$ cat src/rtl/rx_port_arbiter_if.sv
// Adapter-side and router-side signals of the receive port arbiter.
// The arbiter connects through the slave modport; the environment drives through the master modport.
interface rx_port_arbiter_if #(
  parameter int NUM_PORTS  = 4,
  parameter int DATA_WIDTH = 70
);
  logic [NUM_PORTS*DATA_WIDTH-1:0] req_data;
  logic [NUM_PORTS-1:0]            req_val;
  logic [NUM_PORTS-1:0]            req_ack;
  logic [DATA_WIDTH-1:0]           data_router;
  logic                            val;
  logic                            ack;
  logic [NUM_PORTS-1:0]            grant;
  logic                            busy;
  logic                            err_timeout;
  logic                            err_orphan;

  modport master (
    output req_data, req_val, ack,
    input  req_ack, data_router, val, grant, busy, err_timeout, err_orphan
  );

  modport slave (
    input  req_data, req_val, ack,
    output req_ack, data_router, val, grant, busy, err_timeout, err_orphan
  );
endinterface

$ cat src/rtl/rx_port_arbiter.sv
// Round-robin, packet-locked arbiter that shares the router local input port
// between NUM_PORTS MAC receive adapters, with an idle watchdog and orphan-flit flush.
module rx_port_arbiter #(
  parameter int NUM_PORTS  = 4,
  parameter int DATA_WIDTH = 70,
  parameter int TIMEOUT    = 255
) (
  input  logic               clk,
  input  logic               rst,
  rx_port_arbiter_if.slave   bus
);
  localparam int unsigned NP        = NUM_PORTS;
  localparam int          PW        = $clog2(NUM_PORTS);
  localparam int          HDR_BIT   = DATA_WIDTH - 1;
  localparam int          TAIL_BIT  = DATA_WIDTH - 2;
  localparam logic [15:0] TIMEOUT_W = 16'(TIMEOUT);

  typedef enum logic {IDLE = 1'b0, LOCK = 1'b1} state_t;

  state_t               state_q, state_d;
  logic [NUM_PORTS-1:0] grant_q, grant_d;
  logic [PW-1:0]        ptr_q, ptr_d;
  logic [15:0]          wd_q, wd_d;
  logic                 err_timeout_q, err_timeout_d;
  logic                 err_orphan_q, err_orphan_d;

  logic [DATA_WIDTH-1:0] flit [NUM_PORTS];
  logic [NUM_PORTS-1:0]  hdr_req, orphan;
  logic [DATA_WIDTH-1:0] sel_data;
  logic                  sel_val;
  logic [PW-1:0]         sel_idx;
  logic [PW-1:0]         win_idx;
  logic                  win_found;
  int unsigned           rr_idx;

  always_comb begin : unpack
    hdr_req = '0;
    orphan  = '0;
    for (int unsigned i = 0; i < NP; i++) begin
      flit[i]    = bus.req_data[i*DATA_WIDTH +: DATA_WIDTH];
      hdr_req[i] = bus.req_val[i] & flit[i][HDR_BIT];
      orphan[i]  = bus.req_val[i] & ~flit[i][HDR_BIT];
    end
  end

  always_comb begin : select
    sel_data = '0;
    sel_val  = 1'b0;
    sel_idx  = '0;
    for (int unsigned i = 0; i < NP; i++) begin
      if (grant_q[i]) begin
        sel_data = flit[i];
        sel_val  = bus.req_val[i];
        sel_idx  = PW'(i);
      end
    end
  end

  // Search starts just after the last winner so every port gets a turn.
  always_comb begin : round_robin
    win_found = 1'b0;
    win_idx   = ptr_q;
    rr_idx    = 0;
    for (int unsigned off = 1; off <= NP; off++) begin
      rr_idx = (32'(ptr_q) + off) % NP;
      if (!win_found && hdr_req[PW'(rr_idx)]) begin
        win_found = 1'b1;
        win_idx   = PW'(rr_idx);
      end
    end
  end

  always_comb begin : fsm
    state_d         = state_q;
    grant_d         = grant_q;
    ptr_d           = ptr_q;
    wd_d            = wd_q;
    err_timeout_d   = 1'b0;
    err_orphan_d    = 1'b0;
    bus.val         = 1'b0;
    bus.data_router = '0;
    bus.req_ack     = '0;
    unique case (state_q)
      IDLE: begin
        bus.req_ack  = orphan;
        err_orphan_d = |orphan;
        if (win_found) begin
          state_d = LOCK;
          grant_d = {{(NUM_PORTS-1){1'b0}}, 1'b1} << win_idx;
          wd_d    = '0;
        end
      end
      LOCK: begin
        bus.val         = sel_val;
        bus.data_router = sel_data;
        bus.req_ack     = grant_q & {NUM_PORTS{bus.ack}};
        if (sel_val && bus.ack && sel_data[TAIL_BIT]) begin
          state_d = IDLE;
          grant_d = '0;
          ptr_d   = sel_idx;
          wd_d    = '0;
        end else if (sel_val) begin
          wd_d = '0;
        end else if (wd_q + 16'd1 == TIMEOUT_W) begin
          // Abort on the TIMEOUT-th idle cycle; val is low so nothing is in flight.
          state_d       = IDLE;
          grant_d       = '0;
          ptr_d         = sel_idx;
          wd_d          = '0;
          err_timeout_d = 1'b1;
        end else begin
          wd_d = wd_q + 16'd1;
        end
      end
    endcase
    if (rst) begin
      bus.val         = 1'b0;
      bus.data_router = '0;
      bus.req_ack     = '0;
    end
  end

  always_ff @(posedge clk) begin
    if (rst) begin
      state_q       <= IDLE;
      grant_q       <= '0;
      ptr_q         <= PW'(NUM_PORTS - 1);
      wd_q          <= '0;
      err_timeout_q <= 1'b0;
      err_orphan_q  <= 1'b0;
    end else begin
      state_q       <= state_d;
      grant_q       <= grant_d;
      ptr_q         <= ptr_d;
      wd_q          <= wd_d;
      err_timeout_q <= err_timeout_d;
      err_orphan_q  <= err_orphan_d;
    end
  end

  assign bus.grant       = grant_q;
  assign bus.busy        = (state_q == LOCK);
  assign bus.err_timeout = err_timeout_q;
  assign bus.err_orphan  = err_orphan_q;
endmodule

$ cat src/flat_wrapper.sv
// flat-port wrapper written by rule: the top's interface ports become plain ports
module rx_port_arbiter_flat 
#(
  parameter int NUM_PORTS  = 4,
  parameter int DATA_WIDTH = 70,
  parameter int TIMEOUT    = 255
)
  (clk, rst, bus_req_data, bus_req_val, bus_ack, bus_req_ack, bus_data_router, bus_val, bus_grant, bus_busy, bus_err_timeout, bus_err_orphan);
  rx_port_arbiter_if #(.NUM_PORTS(NUM_PORTS), .DATA_WIDTH(DATA_WIDTH)) bus_i ();
  input  logic clk;
  input  logic rst;
  input wire logic [$bits(bus_i.req_data)-1:0] bus_req_data;
  input wire logic [$bits(bus_i.req_val)-1:0] bus_req_val;
  input wire logic [$bits(bus_i.ack)-1:0] bus_ack;
  output wire logic [$bits(bus_i.req_ack)-1:0] bus_req_ack;
  output wire logic [$bits(bus_i.data_router)-1:0] bus_data_router;
  output wire logic [$bits(bus_i.val)-1:0] bus_val;
  output wire logic [$bits(bus_i.grant)-1:0] bus_grant;
  output wire logic [$bits(bus_i.busy)-1:0] bus_busy;
  output wire logic [$bits(bus_i.err_timeout)-1:0] bus_err_timeout;
  output wire logic [$bits(bus_i.err_orphan)-1:0] bus_err_orphan;
  assign bus_i.req_data = bus_req_data;
  assign bus_i.req_val = bus_req_val;
  assign bus_i.ack = bus_ack;
  assign bus_req_ack = bus_i.req_ack;
  assign bus_data_router = bus_i.data_router;
  assign bus_val = bus_i.val;
  assign bus_grant = bus_i.grant;
  assign bus_busy = bus_i.busy;
  assign bus_err_timeout = bus_i.err_timeout;
  assign bus_err_orphan = bus_i.err_orphan;
  rx_port_arbiter #(.NUM_PORTS(NUM_PORTS), .DATA_WIDTH(DATA_WIDTH), .TIMEOUT(TIMEOUT)) u_core (.clk(clk), .rst(rst), .bus(bus_i));
endmodule
$ cat config.mk
export PLATFORM = sky130hd
export DESIGN_NAME = rx_port_arbiter_flat
export DESIGN_NICKNAME = d
export VERILOG_FILES = /design/src/rtl/rx_port_arbiter_if.sv /design/src/rtl/rx_port_arbiter.sv /design/src/flat_wrapper.sv
export SDC_FILE = /design/constraint.sdc
export NUM_CORES = 1
export LEC_CHECK = 0
export ABC_AREA = 0
export ABC_CLOCK_PERIOD_IN_PS = 6300
export BUFFER_PORTS_ARGS = -buffer_cell sky130_fd_sc_hd__buf_2
export CAP_MARGIN = 0
export CORE_AREA = 2 2 142 144
export DETAILED_ROUTE_END_ITERATION = 8
export DIE_AREA = 0 0 144 146
export PLACE_DENSITY_LB_ADDON = 0.08
export SLEW_MARGIN = 25
export SYNTH_ARGS = -nofsm -noshare
export SYNTH_HDL_FRONTEND = slang
export SYNTH_SLANG_ARGS = --single-unit
$ cat constraint.sdc
create_clock -name clk -period 6.3 [get_ports clk]
set_clock_uncertainty 0.2 [all_clocks]
set_input_delay 0.945 -clock clk [delete_from_list [all_inputs] [get_ports clk]]
set_output_delay 0.945 -clock clk [all_outputs]
set_load 0.005 [all_outputs]
==> results by group <==
Floorplan
  • Initial core utilization: 0.175
  • IO Pins: 369
  • Die Area: 21000 sq um
  • Die height: 146 microns
  • Die X: about 140 microns
  • Core Region: 19300 sq um
  • Rows: 51

Critical path
  • Setup crit end kind: output port
  • Worst Setup Start Kind: register
  • Critical Path RT: 5150 ps
  • Crit Path Category: reg -> out
  • CP arrival: 2800 ps
  • Peak fanout along the critical path: 70

Logic synthesis
  • Number of synthesized flops with an enable pin: 0
  • Async S/R FF share, synth: 0
  • Seq/Total Area, Yosys: 0.148
  • Netlist cell types: 63
  • Syn Inst Count: between 400 and 500
  • Yosys top cell by area: a221oi_1
  • Net count after synthesis: 778
  • Main synth FF type: dfxtp_1
  • Mean Syn Cell Area: 6.92 sq um
  • Share of the synthesized area in the top cell type: 0.181
  • Yosys reg bits: 25
  • Yosys warns: 0
  • Ranking of synthesized cells by area: a221oi_1, dfxtp_1, o22ai_1
  • Mapped Area: 3380 sq um

Layout
  • Nets: ~1100
  • Area Overhead vs Synth: 59.7%
  • Layout cells sized above 1: 0.493
  • Fin area: 5400 sq um
  • Post-layout util: 0.279

Power and ir drop
  • VDD IR-drop max: 94.1 uV
  • Leakage: 2.43 nW
  • Power Dens Cells: 146 nW/um^2

Worst hold path
  • Hold Crit Class: reg -> reg

CTS
  • Cts bufs inserted: 3
  • CTS H-tree depth: 1
  • Post-CTS Setup Bufs: 0
  • Worst-path clk slew: 70 ps
  • Skew-Pair Late Insertion Delay: 260 ps
  • CTS tree: built
  • CTS sink count: 25
  • Resized Gates After CTS: 0
  • Worst-case clock buffer depth: 2
  • Root Buffer: clkbuf_16
  • Hold buffers post-CTS: 0

Global route
  • Grt ovf: 0
  • GRT Total Usage: 0.215
  • Initial antenna violation count: 21
  • Vias in the first global route: between 5000 and 6000
  • Largest net degree at the start of global routing: 76
  • Global-route wire length before repair: 33.9 mm

Route
  • Routed len/inst: 22.7 microns
  • Initial DRC Count: 301
  • WL final: 24.5 mm
  • Residual DRC count: 0
  • Antenna Violating Nets Remaining: 0
  • Via-per-instance ratio: 5.19
  • Vias: 5591
  • Drt pass-1 iters: 4

Timing
  • Hold slack: 316 ps
  • RSZ-0062 raised after global routing: false
  • Final TNS setup: 0 ps
  • Slew HR: 0.353
  • # setup viols final: 0
  • F_max: 254 MHz
  • Final min period: 3940 ps
  • Final period utilization: 0.626
  • Count of final hold-check violations: 0
  • Slew at the pin closest to its max-slew limit: 970 ps
  • Fin. max-slew vios: 0

Place
  • I/O Buffers: 368
  • Gpl congestion: 0.961
  • Detailed Place HPWL: 20.0 mm
  • DP Area: 5300 sq um

Status
  • Outcome: finished clean

Job
  • Max cap viols: 0
==> per-layer routing <==
| layer | wire (microns) | GRT usage | vias up |
|---|---|---|---|
| li1 | - | - | 2640 |
| met4 | 157 | 0.0216 | 18 |
| met5 | 106 | 0 | - |
| met2 | 11000 | 0.346 | 294 |
| met3 | 2810 | 0.0754 | 26 |
| met1 | 10400 | 0.288 | 2613 |
==> layout make-up <==
type / count / area (sq um)
well taps: 265 / 332
multi-input cells: 397 / 2570
flip-flops and latches: 25 / 502
inverters: 4 / 17.5
repair buffers: 372 / 1870
fillers: 2242 / 13900
diodes: 10 / 25.0
clock buffers: 4 / 78.8
==> cells by family (layout without fill, tap and decap cells) <==
family,after synthesis,after routing,share of synthesized area
XOR/XNOR,5,5,0.0129
flip-flops,25,25,0.148
adder cells (fa/ha/maj),2,2,0.00740
multiplexers,2,2,0.00592
buffers and inverters,67,380,0.0958
AO/OA/AOI/OAI,201,201,0.443
other,0,10,0
AND/OR/NAND/NOR,187,187,0.287
==> placed cells by master (no fill, tap or decap), drive strengths merged, types with 3 or more instances in the layout <==
master and n:
buf 372, nor3 77, a221oi 70, o22ai 69, nand2 28, nor2 27, dfxtp 25, a21oi 18
nand3 16, a31oi 12, diode 10, nand2b 8, and3 6, o21a 4, xnor2 4, o21ai 4
or2 4, inv 4, nand4 4, a311oi 4, clkbuf 4, or4 3, o211ai 3
==> per-stage QoR <==
step / total power, W / setup slack, ps / cells
after global placement: 0.000647 / 2570 / 1063
after floorplan: 0.000442 / 3370 / 489
final: 0.000787 / 2360 / 1077
after CTS: 0.000795 / 2360 / 1067
after detailed placement: 0.000647 / 2610 / 1063
after global routing: 0.000839 / 2250 / 1067
==> path summary, 6_finish.rpt <==
path	start	slack [ps]	cells past startpoint	to
hold reg to reg	u_core.wd_q[6]$_SDFFE_PP0P_	320	1	u_core.wd_q[6]$_SDFFE_PP0P_
hold / removal	u_core.wd_q[6]$_SDFFE_PP0P_	320	1	u_core.wd_q[6]$_SDFFE_PP0P_
setup reg to reg	u_core.bus.grant[0]$_SDFFE_PP0P_	2970	8	u_core.wd_q[8]$_SDFFE_PP0P_
setup / recovery	u_core.bus.grant[3]$_SDFFE_PP0P_	2360	6	bus_data_router[49]
==> registers in the layout, summed over array words and instances (netlist names) <==
name	flops
u_core.wd_q	16
u_core.bus.grant	4
u_core.ptr_q	2
u_core.bus.busy	1
u_core.bus.err_orphan	1
u_core.bus.err_timeout	1
==> critical path, cell delays in order, from the launching register on <==
cell and delay, ps:
dfxtp_1 590, inv_4 360, nand2_2 140, buf_4 610
o22ai_1 330, nor3_1 290, buf_2 160
==> where the power goes <==
part           switching [W]  internal (W)
Sequential         0.0000171      0.000165
Combinational       0.000264      0.000196
Clock              0.0000577     0.0000866
==> synthesized netlist by cell type, drive strengths merged (2+ instances only) <==
cell type	number
nor3	77
a221oi	70
o22ai	69
clkbuf	46
nand2	28
nor2	27
dfxtp	25
a21oi	18
buf	17
nand3	16
a31oi	12
nand2b	8
and3	6
a311oi	4
inv	4
nand4	4
o21a	4
o21ai	4
or2	4
xnor2	4
o211ai	3
or4	3
a22o	2
and2	2
and4	2
ha	2
mux2i	2
nand3b	2
nand4b	2
nor2b	2
o2bb2ai	2
or3	2
No activity file was read; power rests on OpenSTA's default activity.
